==> src/rtl/pgm_ctr_fetch.sv <==
// pgm_ctr_fetch: program-counter stage feeding the instruction-memory address.
// Runs one program per start/done handshake. Each cycle the PC holds, increments,
// or loads an absolute target from the branch LUT. It also counts completed
// instructions (saturating) and keeps a sticky flag when the PC wraps.
module pgm_ctr_fetch #(
    parameter int unsigned PC_W  = 10,
    parameter int unsigned CNT_W = 16
) (
    input  logic             clk,
    input  logic             init,
    input  logic             start,
    input  logic [PC_W-1:0]  start_addr,
    input  logic             branch_taken,
    input  logic [PC_W-1:0]  branch_target,
    input  logic             stall,
    input  logic             halt,
    output logic [PC_W-1:0]  pc,
    output logic             running,
    output logic             done,
    output logic [CNT_W-1:0] instr_cnt,
    output logic             wrap_err
);

    typedef enum logic [1:0] {
        S_IDLE = 2'd0,
        S_RUN  = 2'd1,
        S_DONE = 2'd2
    } state_t;

    state_t           r_state;
    logic [PC_W-1:0]  r_pc;
    logic [CNT_W-1:0] r_cnt;
    logic             r_running;
    logic             r_done;
    logic             r_wrap;

    logic [CNT_W-1:0] w_cnt_next;
    logic [PC_W-1:0]  w_pc_inc;
    logic             w_pc_at_max;

    // Saturating instruction-count increment and sequential PC increment.
    always_comb begin
        w_cnt_next  = (r_cnt == '1) ? r_cnt : r_cnt + CNT_W'(1);
        w_pc_inc    = r_pc + PC_W'(1);
        w_pc_at_max = (r_pc == '1);
    end

    // Sequencer: state, PC, counter and all flags registered together.
    always_ff @(posedge clk) begin
        if (init) begin
            r_state   <= S_IDLE;
            r_pc      <= '0;
            r_cnt     <= '0;
            r_running <= 1'b0;
            r_done    <= 1'b0;
            r_wrap    <= 1'b0;
        end else begin
            case (r_state)
                S_IDLE, S_DONE: begin
                    if (start) begin
                        r_state   <= S_RUN;
                        r_pc      <= start_addr;
                        r_cnt     <= '0;
                        r_wrap    <= 1'b0;
                        r_running <= 1'b1;
                        r_done    <= 1'b0;
                    end
                end
                S_RUN: begin
                    if (stall) begin
                        r_pc  <= r_pc;
                    end else if (halt) begin
                        r_cnt     <= w_cnt_next;
                        r_state   <= S_DONE;
                        r_running <= 1'b0;
                        r_done    <= 1'b1;
                    end else if (branch_taken) begin
                        r_pc  <= branch_target;
                        r_cnt <= w_cnt_next;
                    end else begin
                        r_pc  <= w_pc_inc;
                        r_cnt <= w_cnt_next;
                        if (w_pc_at_max) begin
                            r_wrap <= 1'b1;
                        end
                    end
                end
                default: begin
                    r_state   <= S_IDLE;
                    r_running <= 1'b0;
                    r_done    <= 1'b0;
                end
            endcase
        end
    end

    assign pc        = r_pc;
    assign running   = r_running;
    assign done      = r_done;
    assign instr_cnt = r_cnt;
    assign wrap_err  = r_wrap;

endmodule
==> config.mk <==
export PLATFORM = sky130hd
export DESIGN_NAME = pgm_ctr_fetch
export DESIGN_NICKNAME = d
export VERILOG_FILES = /design/src/rtl/pgm_ctr_fetch.sv
export SDC_FILE = /design/constraint.sdc
export NUM_CORES = 1
export LEC_CHECK = 0
export CAP_MARGIN = 15
export CORE_MARGIN = 10
export CORE_UTILIZATION = 35
export CTS_CLUSTER_SIZE = 20
export DETAILED_ROUTE_END_ITERATION = 16
export PLACE_DENSITY_LB_ADDON = 0.1
export SYNTH_ARGS = -nofsm -noshare
export SYNTH_HDL_FRONTEND = slang
export SYNTH_SLANG_ARGS = --single-unit
export TNS_END_PERCENT = 100
==> constraint.sdc <==
create_clock -name clk -period 2.54 [get_ports clk]
set_input_delay 0.254 -clock clk [delete_from_list [all_inputs] [get_ports clk]]
set_output_delay 0.254 -clock clk [all_outputs]
set_load 0.02 [all_outputs]
After elaboration in Yosys (flattened, before gate mapping). Cells that the tools add are included.

Bits in registers: 31. Output and inout bits: 29.

Add/sub/neg operators: 2. Equality and inequality tests: 11. Muxes and demuxes: 26. Reductions and logical operators: 7.

Operators by type and width (count): 16-bit two-way mux (3); 10-bit two-way mux (4); 16-bit case mux with 2 select lines (1); 10-bit case mux with 2 select lines (1); 16-bit by 1-bit adder with 16-bit output, second input constant (1); 16-bit == test, second input constant (1); 2-bit inequality test, second input constant (7); 10-bit by 1-bit adder with 10-bit output, second input constant (1); 10-bit == test, second input constant (1); 1-bit two-way mux (10); 4-bit AND reduction (2); 2-bit two-way mux (3); 1-bit case mux with 2 select lines (3); 6-bit AND reduction (1); 2-bit case mux with 2 select lines (1); 3-bit AND reduction (1); 2-bit by 1-bit == test with 1-bit output, second input constant (1); 2-bit == test, second input constant (1); 2-bit logical NOT (1); 2-bit nonzero test (1); 2-bit OR reduction (1).

Logic depth before layout (Yosys ltp).
Depth in word-level cells: 6. Gate-level depth with buffers: 6.

Least setup slack after synthesis. Ideal clock, no wire load.

Path kind: reg2reg. Start point: register r_cnt[0], in the netlist instr_cnt[0]. End point: register r_cnt[12], in the netlist instr_cnt[12]. Library setup time: 0.070 ns. Arrival time: 1.891 ns. Required time: 2.470 ns. Setup slack: 0.579 ns. Stages on the path, launching flop included: 6. Buffers on the path: 0. Period minus slack after synthesis: 1.961 ns. Cell sequence: dfxtp_1 ha_1 inv_1 a2111o_1 or4_1 a21oi_1.

Longest elaborated chain between the ends: 4. Elaborated cells on any way between the ends: 7. Classes of those cells: 1 x add/sub; 2 x eq/ne; 3 x mux; 1 x reduce/logical.

RTL lines: start, declared (RTL line 32) `logic [CNT_W-1:0] r_cnt;`; start signal, assigned (RTL line 73) `r_cnt <= w_cnt_next;`; start signal, assigned (RTL line 79) `r_cnt <= w_cnt_next;`; start signal, assigned (RTL line 82) `r_cnt <= w_cnt_next;`; 16-bit by 1-bit adder with 16-bit output (RTL line 43) `w_cnt_next = (r_cnt == '1) ? r_cnt : r_cnt + CNT_W'(1);`; 16-bit two-way mux (RTL line 43); 16-bit two-way mux (RTL line 70) `if (stall) begin`; 16-bit case mux with 2 select lines (RTL line 58) `case (r_state)`.

Parallel ways exist; a longest one is shown, timed or not. The select of a mux whose other input is x is not followed. A chain may end at the register's enable or synchronous reset.

Final worst setup path. Ends and elaborated chain as after synthesis.

==> reports/results.txt <==
The met2 usage in global routing is 22.4%, and the sequential fraction of the synthesis area is 34.2%. The most used routing layer is met2. Clock sink total: 29. At the worst endpoint, the required time is 2.75 ns.

The logs give 1050 sq um for the area taken by multi-input logic gates and 0 for the number of setup buffers added after CTS. The DRC violation count after routing is 0. The via count of the first global-routing pass was 1756; the initial cell density of the core was 36.0%.

For the pin with the worst max-slew slack, the measured transition is 0.651 ns. The flow ran to the end, and the final reports show no timing, DRC or antenna violations. The run gives 5.60% as the global-route track usage on met3. The final antenna-violating net count was 0.

The share of cells above drive strength 1 is 6.49%, and the remaining global-route overflow is 0. Summing internal, switching and leakage power gives 1.06 mW. The leading register cell type out of synthesis is dfxtp_1.

Final cycle utilization of the critical path: 79.4%. Setup repair after global routing left no endpoint under its margin. No sink is reached through more buffers than the 2 on the longest clock path. For this design, the slowest cell found on the critical path is or4_1.

The finished layout holds 329 standard cells, fillers aside. At the end of routability-driven placement, the weighted congestion stood at 0.812. Compared with the post-synthesis result, the final layout area differs by 41.8%. The total length of routed wires was 5110 um. The floorplan has 25 rows. The total negative setup slack is 0 ns. The largest clock skew in the final design was 0.00388 ns. The number of failing hold endpoints at the final stage was 0; the met1 layer usage reported by global route was 16.0%. The number of antenna diodes in the final layout is 0.

The number of enable flip-flop cells after synthesis works out to 0. The top cell type by total area after synthesis is dfxtp_1. In this run, synthesis produced a sequential element count of 29. The critical path goes through ha_1 > inv_1 > a2111o_1 > or4_1 > a21oi_1. The worst pin sits at a relative slew slack of 55.5%. At the later pin of the worst-skew pair, clock insertion delay measures 0.28 ns. After detailed placement, the total cell area comes to 2320 sq um. The average instance in the mapped netlist occupies 8.25 sq um. The area of all placed cells without fillers was 2410 sq um; the overall die area was 8040 sq um. The floorplan step set the die height to 89.7 um. For the initial antenna violation count, the log shows 0. Setup violations remaining at the end of the flow were counted as 0.

Entering global routing, the biggest net connects 18 pins. Dividing the detail-routed wire length by the instance count gives 15.5 um. The async set or reset register ratio after synthesis was 0%.

The die boundary width was 89.7 um; the count of final max-slew check failures was 0. The worst setup path is of the reg2reg kind. The detailed router's first-iteration violation count was 113; the wire length of the first global-routing pass was 8650 um. The worst setup path is captured at a flop. Critical path arrival: 2.23 ns. The number of fill cells is 480. Along the worst path, the maximum fanout reaches 8.

Counting I/O delays and the setup requirement, the final critical path takes 2.02 ns. During synthesis, Yosys emitted a total of 0 warnings. For the depth of the CTS H-tree, the log shows 2. In the synthesized netlist, the number of instances is 206. Across all layers, the routed design uses 1863 vias.

The number of placed instances, taps included, is 322. The number of nets produced by synthesis was 234. STA classifies the critical path startpoint as a flop. Counting the buffers created by CTS gives 5. Count of distinct cell types in the synthesized netlist: 48. In the layout the commonest cells are clkdlybuf4s50_1 (54), dfxtp_1 (29), nand2_1 (17), a21oi_1 (17), nand3_1 (12). Worst IR drop on VDD: 251 uV. The region available for standard cell placement spans 4720 sq um. For this run, the total global-route usage over all layers was measured as 13.7%. In the post-synthesis netlist, the biggest area contributors are dfxtp_1 (34%), a21oi_1 (5.0%), o31ai_1 (4.9%).

Before antenna repair, the detailed router went through 4 iterations. The number of I/O port buffers is 54. The delay contributed by the slowest stage of the critical path was 0.53 ns. TritonCTS built the clock tree. The tree is rooted in a clkbuf_8.

The wire-length estimate of the detail-placed layout is 3850 um. After synthesis, the largest area contributor takes up 34.2% of total cell area. The achievable frequency is 496 MHz.

For the post-cts sizing count, the log shows 0. The most common library cell in the layout ignoring fill and taps was clkdlybuf4s50_1. The ratio of total power to cell area is 441 nW/um^2.

In this run, post-CTS hold repair placed 0 buffers. The net count of the finished layout is 290. The run gives 0.759 nW as the static leakage power.

The path class of the lowest-slack min-delay path was reg2reg. 55 I/O pins were placed. Via density per instance: 5.66. The max-cap check violation count was 0. The tightest hold margin was 0.489 ns; the sequential cell area was 581 sq um. After clock tree synthesis, the clock-pin slew on the worst setup and hold paths is 0.06 ns.

Summing every instance area after synthesis gives 1700 sq um.
## cells by family after synthesis
family	synth area share [%]
and+or+nand+nor	29.0
DFF	34.2
adders and majority gates	1.47
buffers and inverters	3.76
AOI/OAI and AO/OA	27.7
xor gates and xnor gates	1.55
muxes	2.36
## path summary, 6_finish.rpt
check / depth (start not counted) / end / from / slack, ns
min reg2reg: 2 / wrap_err / wrap_err / 0.49
max: 5 / instr_cnt[12] / instr_cnt[0] / 0.52
max reg2reg: 5 / instr_cnt[12] / instr_cnt[0] / 0.52
min: 2 / wrap_err / wrap_err / 0.49
## report_power, final
part | switching, mW | internal (mW) | leakage [nW]
Clock | 0.172 | 0.215 | 0.0443
Combinational | 0.0861 | 0.0975 | 0.479
Sequential | 0.0245 | 0.469 | 0.236
## final cells by class
cell class / instances / share of cell area, %
repair buffers: 61 / 24.6
multi-input cells: 162 / 43.8
well taps: 67 / 3.48
inverters: 3 / 0.467
flip-flops and latches: 29 / 24.1
clock buffers: 7 / 3.58
## cell usage after synthesis (all sizes together), types with 3 or more instances
library cell,number
a21oi,17
a22oi,5
a31oi,4
a32oi,3
and4,3
clkbuf,11
dfxtp,29
inv,3
mux2i,4
nand2,17
nand2b,5
nand3,12
nand4,8
nor2,11
nor3,4
o21a,3
o21ai,6
o22ai,3
o31ai,11
or3,3
or4,10
xnor2,3
## state kept, by name, summed over array words and instances (netlist names)
register / cells
instr_cnt: 16
pc: 10
r_state: 2
wrap_err: 1
## routing by layer
| metal | part of all wire, % | vias up |
|---|---|---|
| met3 | 8.2 | 5 |
| met4 | 0.90 | 0 |
| met2 | 48 | 62 |
| met1 | 43 | 870 |
| li1 | - | 926 |
| met5 | 0 | - |
## through the flow
stage	utilization, %	setup slack (ns)
floorplan	-	0.579
global placement	49.2	0.331
detailed placement	49.2	0.317
CTS	51.0	0.507
global route	51.0	0.330
finish	51.0	0.522
## critical path, delay by kind of cell (launching register included)
family,cells,cell delay (ns)
compound gates,2,0.60
simple gates,1,0.53
flops,1,0.43
fa+ha+maj,1,0.28
buf+inv,1,0.11
Power figures use the tool's default switching activity.
